<file path="src/rtl/uart_rx_8n1.sv">
// rtl/uart_rx_8n1.sv - 8N1 UART receiver with mid-bit sampling and framing-error detection
//
// Ports:
//   clk        rising-edge clock
//   rst_n      asynchronous active-low reset
//   en         receiver enable; low holds the FSM in IDLE
//   rx         serial line, idle high, asynchronous to clk
//   rxbyte     last correctly framed byte, held between rxdv pulses
//   rxdv       one-cycle pulse when rxbyte takes a new byte
//   frame_err  one-cycle pulse when the stop bit is sampled low
//   idle       high while the FSM is in IDLE

module uart_rx_8n1 #(
   parameter int unsigned CLKS_PER_BIT = 1250
) (
   input  logic       clk,
   input  logic       rst_n,
   input  logic       en,
   input  logic       rx,
   output logic [7:0] rxbyte,
   output logic       rxdv,
   output logic       frame_err,
   output logic       idle
);

   localparam logic [15:0] HALF_LAST = 16'(CLKS_PER_BIT / 2 - 1);
   localparam logic [15:0] FULL_LAST = 16'(CLKS_PER_BIT - 1);

   typedef enum logic [2:0] {
      IDLE,
      START,
      DATA,
      STOP,
      BREAK
   } state_t;

   state_t      state;
   logic [15:0] cnt;
   logic [2:0]  idx;
   logic [7:0]  shift;
   logic        rx_q1;
   logic        rx_s;

   // Two-flop synchronizer; reset high so a reset never looks like a start edge.
   always_ff @(posedge clk or negedge rst_n) begin
      if (!rst_n) begin
         rx_q1 <= 1'b1;
         rx_s  <= 1'b1;
      end else begin
         rx_q1 <= rx;
         rx_s  <= rx_q1;
      end
   end

   always_ff @(posedge clk or negedge rst_n) begin
      if (!rst_n) begin
         state     <= IDLE;
         cnt       <= 16'd0;
         idx       <= 3'd0;
         shift     <= 8'h00;
         rxbyte    <= 8'h00;
         rxdv      <= 1'b0;
         frame_err <= 1'b0;
         idle      <= 1'b1;
      end else begin
         rxdv      <= 1'b0;
         frame_err <= 1'b0;
         if (!en) begin
            // Disable aborts any frame in progress without reporting it.
            state <= IDLE;
            idle  <= 1'b1;
            cnt   <= 16'd0;
            idx   <= 3'd0;
         end else begin
            case (state)
               IDLE: begin
                  if (!rx_s) begin
                     state <= START;
                     idle  <= 1'b0;
                     cnt   <= 16'd0;
                  end
               end
               START: begin
                  // Re-check the line half a bit in; a high here was a glitch.
                  if (cnt == HALF_LAST) begin
                     cnt <= 16'd0;
                     if (!rx_s) begin
                        state <= DATA;
                        idx   <= 3'd0;
                     end else begin
                        state <= IDLE;
                        idle  <= 1'b1;
                     end
                  end else begin
                     cnt <= cnt + 16'd1;
                  end
               end
               DATA: begin
                  if (cnt == FULL_LAST) begin
                     shift[idx] <= rx_s;
                     cnt        <= 16'd0;
                     idx        <= idx + 3'd1;
                     if (idx == 3'd7) begin
                        state <= STOP;
                     end
                  end else begin
                     cnt <= cnt + 16'd1;
                  end
               end
               STOP: begin
                  if (cnt == FULL_LAST) begin
                     cnt <= 16'd0;
                     if (rx_s) begin
                        rxbyte <= shift;
                        rxdv   <= 1'b1;
                        state  <= IDLE;
                        idle   <= 1'b1;
                     end else begin
                        frame_err <= 1'b1;
                        state     <= BREAK;
                     end
                  end else begin
                     cnt <= cnt + 16'd1;
                  end
               end
               BREAK: begin
                  // A held-low line must return high before a new start is looked for.
                  if (rx_s) begin
                     state <= IDLE;
                     idle  <= 1'b1;
                  end
               end
               default: begin
                  state <= IDLE;
                  idle  <= 1'b1;
                  cnt   <= 16'd0;
                  idx   <= 3'd0;
               end
            endcase
         end
      end
   end

endmodule

</file>
<file path="config.mk">
export PLATFORM = sky130hd
export DESIGN_NAME = uart_rx_8n1
export DESIGN_NICKNAME = d
export VERILOG_FILES = /design/src/rtl/uart_rx_8n1.sv
export SDC_FILE = /design/constraint.sdc
export NUM_CORES = 1
export LEC_CHECK = 0
export ABC_AREA = 0
export BUFFER_PORTS_ARGS = -buffer_cell sky130_fd_sc_hd__buf_2
export CAP_MARGIN = 20
export CORE_ASPECT_RATIO = 1.25
export CORE_MARGIN = 8
export CORE_UTILIZATION = 35
export CTS_CLUSTER_DIAMETER = 40
export DETAILED_ROUTE_END_ITERATION = 12
export PLACE_DENSITY_LB_ADDON = 0.3
export SYNTH_ARGS = -nofsm -noshare
export SYNTH_HDL_FRONTEND = slang
export SYNTH_SLANG_ARGS = --single-unit
export TNS_END_PERCENT = 20
</file>
<file path="constraint.sdc">
create_clock -name clk -period 3.35 [get_ports clk]
set_input_delay 0.67 -clock clk [delete_from_list [all_inputs] [get_ports clk]]
set_output_delay 0.67 -clock clk [all_outputs]
set_load 0.03 [all_outputs]
</file>
=== Word level (Yosys, flattened, before mapping) ===
Cells that the tools add are included.

* Add/sub/neg operators: 2
* Muxes and demuxes: 37
* $lt $le $gt $ge: 2
* Reductions and logical operators: 10
* Equal/unequal tests: 17

{| class="wikitable"
|+ Operators with widths
! cell !! count
|-
| two-way mux 16 bit || 4
|-
| one-hot mux 16 bit (4 select lines) || 1
|-
| two-way mux 3 bit || 12
|-
| inequality test 3 bit (second input constant) || 7
|-
| adder 16 x 1 -> 16 bit (second input constant) || 1
|-
| == test 16 x 10 -> 1 bit (second input constant) || 1
|-
| == test 16 x 11 -> 1 bit (second input constant) || 1
|-
| one-hot mux 3 bit (5 select lines) || 1
|-
| two-way mux 1 bit || 14
|-
| AND reduction 4 bit || 3
|-
| one-hot mux 3 bit (3 select lines) || 1
|-
| bitwise mux 8 bit || 1
|-
| == test 3 x 2 -> 1 bit (second input constant) || 2
|-
| == test 3 bit (second input constant) || 2
|-
| inequality test 2 bit (second input constant) || 3
|-
| AND reduction 6 bit || 1
|-
| one-hot mux 1 bit (5 select lines) || 1
|-
| < comparator 3 x 4 -> 1 bit (second input constant) || 1
|-
| adder 3 x 1 -> 3 bit (second input constant) || 1
|-
| demux 1 bit (select 3 bit) || 1
|-
| == test 3 x 1 -> 1 bit (second input constant) || 1
|-
| greater-or-equal comparator 3 x 1 -> 1 bit (second input constant) || 1
|-
| zero test 3 bit || 1
|-
| AND reduction 3 bit || 1
|-
| 5 further kinds || 5
|}

* Output and inout bits: 11
* Register bits: 43
* Input bits: 4
* Logic and storage cells: 78

=== Logic depth before layout (Yosys ltp) ===
* Depth in word-level cells: 5
* Gate-level depth with buffers: 8
* Depth with buffers taken out: 7

=== Worst setup path after synthesis ===
OpenSTA, ideal clock, no wires.

* Kind: reg-to-reg
* From: register cnt[1]
* To: register idle
* Cell stages (with the launch flop): 8
* Setup time: 0.082 ns
* Buffers on the path: 0
* Required time: 3.268 ns
* Data arrival time: 1.952 ns
* Slack: 1.315 ns
* Clock period less this slack: 2.035 ns
* Path through: dfrtp_1 inv_1 ha_1 nor4bb_1 nand4_1 a32o_1 nor3b_1 mux2_2

* Cells in the longest elaborated chain, start to end: 3
* Elaborated cells on any way between the ends: 5
* Those cells by class: eq/ne: 4; reduce/logical: 1

{| class="wikitable"
|+ RTL lines
! what !! RTL line !! RTL
|-
| start, declared || 38 || <nowiki>logic [15:0] cnt;</nowiki>
|-
| start signal, assigned || 95 || <nowiki>cnt <= cnt + 16'd1;</nowiki>
|-
| start signal, assigned || 107 || <nowiki>cnt <= cnt + 16'd1;</nowiki>
|-
| start signal, assigned || 123 || <nowiki>cnt <= cnt + 16'd1;</nowiki>
|-
| == test 16 x 11 -> 1 bit / == test 16 x 10 -> 1 bit (equally long branches) || 111, 85 ||
|-
| inequality test 3 bit (no source line) || n/a ||
|-
| AND reduction 4 bit (no source line) * || n/a ||
|-
| end signal, assigned || 117 || <nowiki>idle <= 1'b1;</nowiki>
|-
| end signal, assigned || 130 || <nowiki>idle <= 1'b1;</nowiki>
|-
| end signal, assigned || 135 || <nowiki>idle <= 1'b1;</nowiki>
|-
| end, declared || 23 || <nowiki>output logic idle</nowiki>
|}

Every way passes the cells marked *; elsewhere a longest branch is shown, timed or not.
A chain may end at the register's enable or synchronous reset.

=== Worst setup path after layout ===
Ends and elaborated chain as after synthesis.

==> run_results.csv <==
group,metric,value,unit
detailed_routing,via_count,1712,
power_and_ir_drop,power.leakage,1.14,nW
synth,synthCells,219,
final_layout,layout.nets,242,
power_and_ir_drop,internal_power,0.000893,W
setup_path,timing.rr.start,"cnt[1]$_DFFE_PN0P_",
synth,ys_seq_area_share,46.2,%
detailed_routing,wl,4670,µm
synth,synth_top_flop_cell,"dfrtp_1",
clocking,cts_hold_buf,0,
grt,grt_remaining_overflow,0,
setup_path,cp-startpoint,"cnt[1]$_DFFE_PN0P_",
setup_path,rrSetupSlack,1.03,ns
clocking,clock_latency,0.29,ns
final_layout,final-seq-area,1080,µm²
setup_path,r2r_cells,7,
setup_path,crit_end,"idle$_DFFE_PN1P_",
final_layout,num_antenna_cells,0,
synth,synth.distinct_cells,57,
sta,clock_skew,0.00772,ns
power_and_ir_drop,peakVddDrop,0.153,mV
synth,synth_area,2340,µm²
power_and_ir_drop,switchingPower,0.000407,W
power_and_ir_drop,sw_frac_of_total,31.3,%
clocking,cts_tree,"built",
clocking,clockRootBuffer,"clkbuf_8",
grt,grt_pass1_vias,1723,
sta,setup_tns,0,ns
placed_design,dp_hpwl,3300,µm
clocking,numCtsBuffers,5,
grt,grt_pass1_wl,8180,µm
placed_design,dpl_worst_slack,1.05,ns
floorplan,die_area,9560,µm²
clocking,clock_sinks,43,
clocking,htreeDepth,2,
detailed_routing,wl_per_cell,14.6,µm
power_and_ir_drop,seqPwrFrac,46.4,%
floorplan,die_w,89.1,µm
sta,final-setup-viol-count,0,
sta,report.final.slew_viol_count,0,
synth,synth_top_area_share,42.8,%
sta,final.period_utilization,69.4,%
setup_path,cp.arrival,2.54,ns
job,cap_violations,0,
setup_path,critPathRequiredTime,3.57,ns
synth,async_flop_share,100,%
sta,period_minus_slack,2.32,ns
clocking,cts-resized-gates,0,
clocking,cts_setup_buffers,0,
final_layout,drive_gt1_share,27.8,%
detailed_routing,ant_nets,0,
synth,ys_top_cells_by_area,"dfrtp_1 (43%), mux2_2 (8.2%), dfstp_2 (3.4%), nand2_1 (3.4%), ha_1 (2.7%)",
synth,avgSynthCellArea,10.7,µm²
clocking,cts.clk_slew.worst_paths,0.08,ns
placed_design,port_buffers,14,
placed_design,gp_congestion,0.824,
grt,met3_usage,2.29,%
floorplan,initial_utilization,35.8,%
floorplan,pin_count,15,
grt,grt_usage,10.8,%
final_layout,syn_to_final_growth,11.3,%
power_and_ir_drop,power.density,500,nW/µm²
final_layout,num-fill-cells,675,
power_and_ir_drop,power_frac_comb,22.8,%
grt,antenna_found_initial,0,
setup_path,cp-end-kind,"register",
worst_hold_path,hp-class,"primary input to async pin",
synth,synth_top_cell_by_area,"dfrtp_1",
sta,fin_ws,1.03,ns
floorplan,chipHeight,107,µm
synth,syn_nets,228,
synth,synth_edf_count,0,
detailed_routing,drt_pass1_iterations,4,
setup_path,path_max_fanout,5,
detailed_routing,drc,0,
detailed_routing,routed_via_density,5.33,
grt,grt_max_degree,44,
detailed_routing,first_iter_violations,85,
power_and_ir_drop,clkPwrFrac,30.8,%
setup_path,r2r-end,"idle$_DFFE_PN1P_",
floorplan,rows,33,
sta,max_freq,430,MHz
synth,yosys_register_bits,43,
sta,max_slew_margin,54.7,%
setup_path,start_kind,"register",
sta,finalHoldViolCount,0,
floorplan,coreArea,6520,µm²
sta,rsz0062_at_grt,"false",
grt,grt_use_met2,18.8,%
setup_path,path_class,"register to register",
clocking,cts_buffer_depth,2,
synth,ys.warnings.count,0,
outcome,outcome,"complete, no violations",
grt,met1_usage,12.6,%
final_layout,multi_input_area,1170,µm²
sta,worst_slew_pin_slew,0.676,ns
grt,busiest_layer,"met2",
## sequential cells by signal (all words and copies together), names as in the netlist
| name | count |
|---|---|
| frame_err | 1 |
| state | 3 |
| rxbyte | 8 |
| rxdv | 1 |
| idx | 3 |
| cnt | 16 |
| rx_s | 1 |
| rx_q1 | 1 |
| shift | 8 |
| idle | 1 |
## layout make-up
class | instances | share of cell area [%]
clock buffers | 5 | 2.65
clock inverters | 3 | 1.68
inverters | 5 | 0.722
multi-input cells | 161 | 45.2
flip-flops and latches | 43 | 41.5
well taps | 87 | 4.19
repair buffers | 17 | 4.04
## through the flow
| step | total power [W] | std cells | hold slack [ns] | utilization [%] | area, µm² |
|---|---|---|---|---|---|
| finish | 0.00130 | 321 | 0.287 | 39.9 | 2600 |
| global route | 0.00139 | 321 | 0.309 | 39.9 | 2600 |
| CTS | 0.00131 | 320 | 0.359 | 39.5 | 2580 |
| detailed placement | 0.000907 | 312 | 0.348 | 37.8 | 2470 |
| global placement | 0.000899 | 312 | 0.347 | 37.8 | 2470 |
| floorplan | 0.000838 | 219 | 0.345 | - | 2340 |
## power groups by stage
stage                     clock network [W]  logic (W)  registers (W)
after floorplan                           0   0.000240       0.000598
after CTS                          0.000414   0.000298       0.000603
after global routing               0.000436   0.000339       0.000611
after detailed placement                  0   0.000294       0.000613
final                              0.000401   0.000296       0.000603
after global placement                    0   0.000288       0.000611
## metal layers
| metal | vias up | part of all wire [%] |
|---|---|---|
| met3 | 6 | 3.0 |
| met4 | 0 | 1.3 |
| met2 | 17 | 52 |
| met1 | 849 | 44 |
| met5 | - | 0 |
| li1 | 840 | - |
## cells in the final DEF (no fill, tap or decap), types with 3 or more instances in the layout
cell      count
dfrtp_1      40
nor2b_1       4
clkbuf_8      5
inv_1         5
xnor2_1       3
o21ai_0       9
nand3b_1      3
nor3_1        4
buf_2        14
a22o_1        5
nor2_1       12
mux2_2       17
a21oi_1       8
and3_2        3
nor3b_1       3
dfstp_2       3
and3_1        4
nand4_1       4
nand3_1      12
nand2_1      21
a31oi_1       5
ha_1          5
## critical path: stages, from the launching register on
cell and delay, ns:
dfrtp_1 0.40, inv_1 0.10, ha_1 0.19, nor4bb_1 0.35, nand4_1 0.25, a32o_1 0.34
nor3b_1 0.27, mux2_2 0.36
## Yosys cell counts (4+ instances only)
master,n
nand3_1,12
ha_1,5
and3_1,4
nor3_1,4
mux2_2,17
a31oi_1,5
o21ai_0,9
a22o_1,5
nand2_1,21
inv_1,5
nor2b_1,4
nand4_1,4
a21oi_1,8
nor2_1,12
dfrtp_1,40
## cell families (layout without fill, tap and decap cells)
kind of cell | count (synthesis) | after routing | share of synthesized area [%]
and+or+nand+nor | 91 | 91 | 24.0
DFF | 43 | 43 | 46.2
AOI/OAI and AO/OA | 42 | 42 | 12.9
muxes | 19 | 19 | 9.27
buffers and inverters | 15 | 30 | 3.48
adders and majority gates | 5 | 5 | 2.68
xor gates and xnor gates | 4 | 4 | 1.50
## worst min-delay path by stage
stage | start | endpoint | slack (ns) | depth (start not counted)
final | rst_n | idx[1]$_DFFE_PN0P_ | 0.29 | 1
after global placement | rx_q1$_DFF_PN1_ | rx_s$_DFF_PN1_ | 0.35 | 0
after CTS | rx_q1$_DFF_PN1_ | rx_s$_DFF_PN1_ | 0.36 | 0
after floorplan | rx_q1$_DFF_PN1_ | rx_s$_DFF_PN1_ | 0.35 | 0
after detailed placement | rx_q1$_DFF_PN1_ | rx_s$_DFF_PN1_ | 0.35 | 0
after global routing | rst_n | idx[1]$_DFFE_PN0P_ | 0.31 | 1
Note: power is estimated with default switching activity, not from simulation.
